==> src/rtl/l1pa_seq_ctrl.sv <==
`default_nettype none
// ============================================================================
//  Module      : l1pa_seq_ctrl
//  Description : L1PA page sequencer. Loads shift-pattern pages into the
//                regType0 register file from a valid/ready stream, then on
//                start walks a contiguous (wrapping) window of pages and emits
//                the low SW bits of each page as an l1pa shift pattern.
//  Optional    : define L1PA_SEQ_REPEAT_EN to add repeat_i / stop_i
//                (continuous multi-pass operation until stopped).
//  Ports       :
//    sys_clk, rst                    clock, asynchronous active-high reset
//    cfg_valid_i/data_i/last_i       page-load stream in
//    cfg_ready_o                     page-load stream ready
//    regType0_waddr_o/wdata_o/we_o   register-file write port
//    start_i, seq_base_i, seq_len_i  sequence launch
//    rd_addr_o, page_rd_data_i       register-file read port (1-cycle latency)
//    l1pa_shift_o, shift_valid_o     shift pattern output
//    isGtr_o                         marks the last pattern of a pass
//    busy_o, done_o, err_o           status (err_o is sticky)
//    repeat_i, stop_i                only with L1PA_SEQ_REPEAT_EN
//  Revision    : 1.0 - initial release
// ============================================================================
module l1pa_seq_ctrl #(
    parameter  int SHARE_GROUP_SIZE = 5,
    parameter  int REGFILE_PAGE_NUM = 8,
    parameter  int PAGE_WIDTH       = 16,
    localparam int AW               = $clog2(REGFILE_PAGE_NUM),
    localparam int SW               = ($clog2(SHARE_GROUP_SIZE) < 1) ? 1 : $clog2(SHARE_GROUP_SIZE)
) (
    input  logic                  sys_clk,
    input  logic                  rst,
    input  logic                  cfg_valid_i,
    input  logic [PAGE_WIDTH-1:0] cfg_data_i,
    input  logic                  cfg_last_i,
    output logic                  cfg_ready_o,
    output logic [AW-1:0]         regType0_waddr_o,
    output logic [PAGE_WIDTH-1:0] regType0_wdata_o,
    output logic                  regType0_we_o,
    input  logic                  start_i,
    input  logic [AW-1:0]         seq_base_i,
    input  logic [AW:0]           seq_len_i,
`ifdef L1PA_SEQ_REPEAT_EN
    input  logic                  repeat_i,
    input  logic                  stop_i,
`endif
    output logic [AW-1:0]         rd_addr_o,
    input  logic [PAGE_WIDTH-1:0] page_rd_data_i,
    output logic [SW-1:0]         l1pa_shift_o,
    output logic                  shift_valid_o,
    output logic                  isGtr_o,
    output logic                  busy_o,
    output logic                  done_o,
    output logic                  err_o
);

    localparam logic [1:0]  c_stIdle  = 2'd0;
    localparam logic [1:0]  c_stLoad  = 2'd1;
    localparam logic [1:0]  c_stRun   = 2'd2;
    localparam logic [1:0]  c_stFlush = 2'd3;
    localparam logic [AW:0] c_pageNum = (AW+1)'(REGFILE_PAGE_NUM);
    localparam logic [AW:0] c_one     = (AW+1)'(1);

    logic [1:0]  r_state;
    logic [1:0]  w_nextState;
    logic [AW:0] r_wCnt;       // beats accepted in this load, saturates at page count
    logic        r_loaded;
    logic [AW-1:0] r_base;
    logic [AW:0] r_len;
    logic [AW-1:0] r_rPtr;
    logic [AW:0] r_cnt;
    logic        r_issue;      // a read was issued last cycle
    logic        r_issueLast;  // ...and it was the last read of a pass
    logic        r_err;
    logic        r_rep;
    logic        r_stopReq;

    logic w_cfgReady;
    logic w_beat;
    logic w_excess;
    logic w_startOk;
    logic w_startErr;
    logic w_passEnd;
    logic w_reload;
    logic w_repeatIn;
    logic w_stopIn;
    logic w_unused_rdBits;

`ifdef L1PA_SEQ_REPEAT_EN
    assign w_repeatIn = repeat_i;
    assign w_stopIn   = stop_i;
`else
    assign w_repeatIn = 1'b0;
    assign w_stopIn   = 1'b0;
`endif

    // Ready is forced low while reset is held, independent of state.
    assign w_cfgReady = ((r_state == c_stIdle) || (r_state == c_stLoad)) && !rst;
    assign w_beat     = cfg_valid_i && w_cfgReady;
    assign w_excess   = (r_wCnt == c_pageNum);
    // A same-cycle config beat wins over start.
    assign w_startOk  = (r_state == c_stIdle) && start_i && !w_beat && r_loaded;
    assign w_startErr = (r_state == c_stIdle) && start_i && !w_beat && !r_loaded;
    assign w_passEnd  = (r_state == c_stRun) && (r_cnt == c_one);
    // A stop seen in the last cycle of a pass still ends the sequence there.
    assign w_reload   = w_passEnd && r_rep && !r_stopReq && !w_stopIn;
    assign w_unused_rdBits = ^page_rd_data_i;

    // ---------------------------------------------------------------- state
    always_ff @(posedge sys_clk or posedge rst) begin
        if (rst) r_state <= c_stIdle;
        else     r_state <= w_nextState;
    end

    always_comb begin
        w_nextState = r_state;
        case (r_state)
            c_stIdle: begin
                if (w_beat)
                    w_nextState = cfg_last_i ? c_stIdle : c_stLoad;
                else if (w_startOk)
                    w_nextState = (seq_len_i == '0) ? c_stFlush : c_stRun;
            end
            c_stLoad: begin
                if (w_beat && cfg_last_i) w_nextState = c_stIdle;
            end
            c_stRun: begin
                if (w_passEnd && !w_reload) w_nextState = c_stFlush;
            end
            default: w_nextState = c_stIdle;
        endcase
    end

    // ------------------------------------------------------------- datapath
    always_ff @(posedge sys_clk or posedge rst) begin
        if (rst) begin
            r_wCnt      <= '0;
            r_loaded    <= 1'b0;
            r_base      <= '0;
            r_len       <= '0;
            r_rPtr      <= '0;
            r_cnt       <= '0;
            r_issue     <= 1'b0;
            r_issueLast <= 1'b0;
            r_err       <= 1'b0;
            r_rep       <= 1'b0;
            r_stopReq   <= 1'b0;
        end else begin
            if (w_beat) begin
                if (cfg_last_i)     r_wCnt <= '0;
                else if (!w_excess) r_wCnt <= r_wCnt + c_one;
                if (cfg_last_i)     r_loaded <= 1'b1;
            end
            if ((w_beat && w_excess) || w_startErr) r_err <= 1'b1;

            if (w_startOk) begin
                r_base    <= seq_base_i;
                r_len     <= seq_len_i;
                r_rPtr    <= seq_base_i;
                r_cnt     <= seq_len_i;
                r_rep     <= w_repeatIn;
                r_stopReq <= 1'b0;
            end else if (r_state == c_stRun) begin
                if (w_stopIn) r_stopReq <= 1'b1;
                if (w_reload) begin
                    r_rPtr <= r_base;
                    r_cnt  <= r_len;
                end else begin
                    r_rPtr <= r_rPtr + 1'b1;   // wraps naturally: page count is a power of two
                    r_cnt  <= r_cnt - c_one;
                end
            end

            r_issue     <= (r_state == c_stRun);
            r_issueLast <= w_passEnd;
        end
    end

    // -------------------------------------------------------------- outputs
    always_comb begin
        cfg_ready_o      = w_cfgReady;
        regType0_we_o    = w_beat && !w_excess;
        regType0_waddr_o = regType0_we_o ? r_wCnt[AW-1:0] : '0;
        regType0_wdata_o = regType0_we_o ? cfg_data_i : '0;
        rd_addr_o        = (r_state == c_stRun) ? r_rPtr : '0;
        shift_valid_o    = r_issue;
        l1pa_shift_o     = r_issue ? page_rd_data_i[SW-1:0] : '0;
        isGtr_o          = r_issue && r_issueLast;
        busy_o           = (r_state == c_stRun) || (r_state == c_stFlush);
        done_o           = (r_state == c_stFlush);
        err_o            = r_err;
    end

endmodule
`default_nettype wire

==> config.mk <==
export PLATFORM = sky130hd
export DESIGN_NAME = l1pa_seq_ctrl
export DESIGN_NICKNAME = d
export VERILOG_FILES = /design/src/rtl/l1pa_seq_ctrl.sv
export SDC_FILE = /design/constraint.sdc
export NUM_CORES = 1
export LEC_CHECK = 0
export CAP_MARGIN = 20
export CORE_MARGIN = 1.5
export CORE_UTILIZATION = 32
export CTS_CLUSTER_DIAMETER = 60
export DETAILED_ROUTE_END_ITERATION = 8
export GPL_ROUTABILITY_DRIVEN = 0
export MAX_ROUTING_LAYER = met4
export PLACE_DENSITY = 0.74
export SLEW_MARGIN = 40
export SYNTH_ARGS = -nofsm -noshare
export SYNTH_HDL_FRONTEND = slang
export SYNTH_SLANG_ARGS = --single-unit
==> constraint.sdc <==
create_clock -name sys_clk -period 2.78 [get_ports sys_clk]
set_clock_uncertainty 0.2 [all_clocks]
set_input_delay 0.556 -clock sys_clk [delete_from_list [all_inputs] [get_ports sys_clk]]
set_output_delay 0.556 -clock sys_clk [all_outputs]
set_load 0.1 [all_outputs]
==> After elaboration in Yosys (flattened, before gate mapping) <==
Cells that the tools add are included.
{ "word_totals": {"inputBits": 44, "output_inout_bits": 32, "wordCells": 61, "reg_bits": 17} }
{ "op_classes": {"muxes": 17, "n_eq_ne": 9, "n_reduce_logical": 24, "addsub": 3} }
{ "op_table": {"columns": ["operator", "n"], "rows": [
  ["$mux W16", 1],
  ["$mux W4", 4],
  ["$mux W3", 5],
  ["$logic_and A1 B1 Y1", 11],
  ["$mux W2", 4],
  ["$pmux W2 S3", 1],
  ["$add A4 B1 Y4 const B", 1],
  ["$eq A2 B2 Y1 const B", 2],
  ["$eq A4 B1 Y1 const B", 1],
  ["$eq A4 B4 Y1 const B", 1],
  ["$logic_not A1 Y1", 4],
  ["$logic_not A4 Y1", 1],
  ["$ne A2 B1 Y1 const B", 2],
  ["$reduce_and A2 Y1", 2],
  ["$sub A4 B1 Y4 const B", 1],
  ["$add A3 B1 Y3 const B", 1],
  ["$logic_or A1 B1 Y1", 3],
  ["$ne A3 B3 Y1 const B", 1],
  ["$reduce_and A3 Y1", 1],
  ["$eq A2 B1 Y1 const B", 1],
  ["$logic_not A2 Y1", 1],
  ["$mux W1", 2],
  ["$ne A2 B2 Y1 const B", 1],
  ["$reduce_bool A2 Y1", 1]
]} }

==> Longest topological paths before layout <==
{ "depth": {"word_depth": 10, "ltp_mapped": 5, "depth_no_buf": 5} }

==> Least setup slack after synthesis <==
No wires, ideal clock.
{ "synth_path": {"kind": "input -> output", "start": "input port rst", "end": "output port regType0_waddr_o[0]", "setup_slack_ps": -1078, "path_buffers": 1, "required_ps": 2024, "arrival_ps": 3102, "cell_stages": 3, "path_cell_list": "or3b_1 > buf_2 > nor3_1"} }
{ "synth_via": {"elab_chain_cells": 5} }
{ "synth_lines": {"columns": ["item", "line_no", "source"], "rows": [
  ["start, declared", "31", "input logic rst,"],
  ["$logic_not A1 Y1 (no line)", null, null],
  ["$logic_and A1 B1 Y1", "97", "assign w_cfgReady = ((r_state == c_stIdle) || (r_state == c_stLoad)) && !rst;"],
  ["$logic_and A1 B1 Y1", "98", "assign w_beat = cfg_valid_i && w_cfgReady;"],
  ["$logic_and A1 B1 Y1", "181", "regType0_we_o = w_beat && !w_excess;"],
  ["$mux W3", "182", "regType0_waddr_o = regType0_we_o ? r_wCnt[AW-1:0] : '0;"],
  ["end, declared", "36", "output logic [AW-1:0] regType0_waddr_o,"]
]} }
No other way between the ends.

==> Worst setup path in the final report <==
{ "layout_path": {"start": "input port cfg_valid_i", "end": "output port regType0_waddr_o[0]"} }
{ "layout_via": {"elab_chain_cells": 3} }
{ "layout_lines": {"columns": ["item", "line_no", "source"], "rows": [
  ["start, declared", "32", "input logic cfg_valid_i,"],
  ["$logic_and A1 B1 Y1", "98", null],
  ["$logic_and A1 B1 Y1", "181", null],
  ["$mux W3", "182", null]
]} }
No other way between the ends.

==> impl_metrics.tcl <==
set metrics [dict create \
    seq_area_frac_synth_pct 38.0 \
    path_cells "clkdlybuf4s50_1 -> or3b_4 -> nor3_2 -> buf_12" \
    start_kind "primary input" \
    insertion_delay_ns 0.28 \
    slowest_delay_ns 0.49 \
    max-slew-margin-rel_pct 56.5 \
    finalMaxSlewViolations 0 \
    die_w_um 62.1 \
    timing.critical_path.slowest_stage_cell "clkdlybuf4s50_1" \
    synthesis.nets 172 \
    netlist_instances 123 \
    io_buffers 62 \
    leakage_nw 0.959 \
    grt_overflow_total 0 \
    die_height_um 62.1 \
    routedWlPerCell_um 13.6 \
    num-nets-final 238 \
    drive_above_1_share_pct 27.1 \
    antenna_found_initial 0 \
    viasPerCell 5.04 \
    htree_levels 1 \
    hold_path_class "reg2reg" \
    reg2reg_depth 4 \
    coreArea_um2 3340 \
    period_share_pct 96.7 \
    groute.usage.overall_pct 18.2 \
    fp-row-count 21 \
    cts_num_sinks 17 \
    synth_cell_types 37 \
    diodes 0 \
    critPathMaxFanout 4 \
    finalHoldViolCount 0 \
    design.portCount 76 \
    ys.flop_type "dfrtp_1" \
    nFillCells 278 \
    dr.pass1.iters 4 \
    cellPowerDensity_nw_per_um2 951 \
    critical_path_required_ns 2.02 \
    arrival_ns 1.93 \
    grt_pass1_wl_mm 5.64 \
    fmax_mhz 372 \
    path_buf_inv 2 \
    finalInstanceArea_um2 2130 \
    cp_num_cells 4 \
    status "finished, final reports clean" \
    dpl.hpwl_mm 2.61 \
    initial_core_util_pct 33.5 \
    syn_area_um2 1120 \
    dr_total_vias 1179 \
    grt_pass1_vias 1291 \
    ant_nets 0 \
    syn_area_per_cell_um2 9.09 \
    async_flop_share_pct 100 \
    cap_violations 0 \
    drt-initial-drc-count 47 \
    grt_max_degree 19 \
    worstHoldPathCells 1 \
    root_buffer "clkbuf_4" \
    yosysWarnings 0 \
    cts_tree "yes" \
    cts_max_path_buffers 2 \
    area_growth_pct 90.5 \
    critPathKind "in2out" \
    dieArea_um2 3860 \
    postPlaceCellArea_um2 2080 \
    path_clk_slew_ns 0.09 \
    finalSetupViolCount 0 \
    critPathTopFamily "buffers and inverters" \
    routed_wl_mm 3.19 \
    rsz0062_at_grt "no" \
    synth-seq-cells 17 \
    cts_buffers 3 \
    ctsHoldBuffers 0 \
    tightest_slew_ns 0.652 \
    end_kind "primary output" \
    ir_drop_mv 0.388 \
    final.setup.tns_ns 0 \
    layout.cells.non_filler 234 \
    placedCellCount 228 \
    synth-edff-count 0 \
    drcViolationCount 0 \
    fin_crit_ns 2.69 \
    finalHoldWorstSlack_ns 0.302 \
]
[worst paths after layout]
| path | slack [ns] | to | from |
|---|---|---|---|
| max | 0.09 | regType0_waddr_o[0] | cfg_valid_i |
| min | 0.30 | r_loaded | r_loaded |
| max reg2reg | 0.93 | r_wCnt[3] | r_state[1] |
| min reg2reg | 0.30 | r_loaded | r_loaded |
| max in group asynchronous | 1.27 | r_wCnt[3] | rst |
| min in group asynchronous | 0.69 | r_state[0] | rst |
[area by class of cell]
| cell class | count | area (µm²) | area share [%] |
|---|---|---|---|
| clock buffers | 4 | 26.3 | 1.23 |
| repair buffers | 70 | 938 | 44.0 |
| multi-input cells | 90 | 657 | 30.8 |
| flip-flops and latches | 17 | 425 | 20.0 |
| inverters | 7 | 26.3 | 1.23 |
| well taps | 46 | 57.6 | 2.70 |
[synthesized netlist by cell type (2+ instances only)]
master	count	area, µm²
a21oi_1	2	10.0
a32o_1	2	20.0
nand3_1	6	30.0
a21o_1	2	15.0
nand2b_1	2	12.5
and2_1	10	62.6
xor2_1	2	17.5
buf_2	2	10.0
inv_1	6	22.5
o21ai_0	8	40.0
ha_1	5	62.6
xnor2_1	2	17.5
nor3_1	3	15.0
nor3b_1	2	15.0
and3_1	16	100
dfrtp_1	17	425
a221o_1	3	30.0
mux2i_1	2	20.0
nor2_1	5	18.8
clkbuf_1	6	22.5
nand3b_1	4	30.0
[flip-flops by register name, indices dropped and copies added, names as in the netlist]
name / cells
r_cnt: 4
r_rPtr: 3
r_wCnt: 4
r_issueLast: 1
shift_valid_o: 1
r_loaded: 1
err_o: 1
r_state: 2
[per-layer routing]
layer / GRT usage [%] / wire length (µm) / share of wire [%] / up-vias
li1: - / - / - / 568
met1: 21.4 / 1380 / 43 / 544
met2: 31.3 / 1560 / 49 / 65
met3: 4.89 / 243 / 7.6 / 2
met4: 3.89 / 12 / 0.38 / 0
met5: - / 0 / 0 / -
[through the flow]
stage | total power [mW] | util [%] | setup slack, ns
floorplan | 1.42 | - | -0.228
global placement | 1.85 | 62.2 | 0.0224
detailed placement | 1.90 | 62.2 | 0.0360
CTS | 2.03 | 63.4 | 0.0195
global route | 2.13 | 63.9 | 0.0250
finish | 2.03 | 63.9 | 0.0927
[cell families after synthesis]
kind of cell	after synthesis	synth area share [%]
adder cells (fa/ha/maj)	5	5.59
AO/OA/AOI/OAI	21	13.0
multiplexers	2	1.79
AND/OR/NAND/NOR	58	32.9
XOR/XNOR	4	3.13
buffers and inverters	16	5.59
flip-flops	17	38.0
[layout by cell type (no fill, tap or decap), types with 3 or more instances in the layout]
cell type        instances
a221o_1                  3
and2_1                  10
and3_1                  16
buf_12                  27
buf_4                   13
clkbuf_4                 3
clkdlybuf4s50_1         30
dfrtp_1                 17
ha_1                     5
inv_1                    6
nand3_1                  6
nand3b_1                 4
nor2_1                   4
o21ai_0                  8
[repair_timing]
item | CTS | global route
setup buffers | 2 | 0
pin swaps | 1 | 1
endpoints found under the hold margin | 0 | 0
resized for setup | 0 | 3
endpoints found under the setup margin | 3 | 18
[power breakdown]
part | internal [mW] | switching [mW]
clock | 0.0556 | 0.0726
combinational | 0.523 | 0.921
sequential | 0.347 | 0.109
Note: power is estimated with default switching activity, not from simulation.
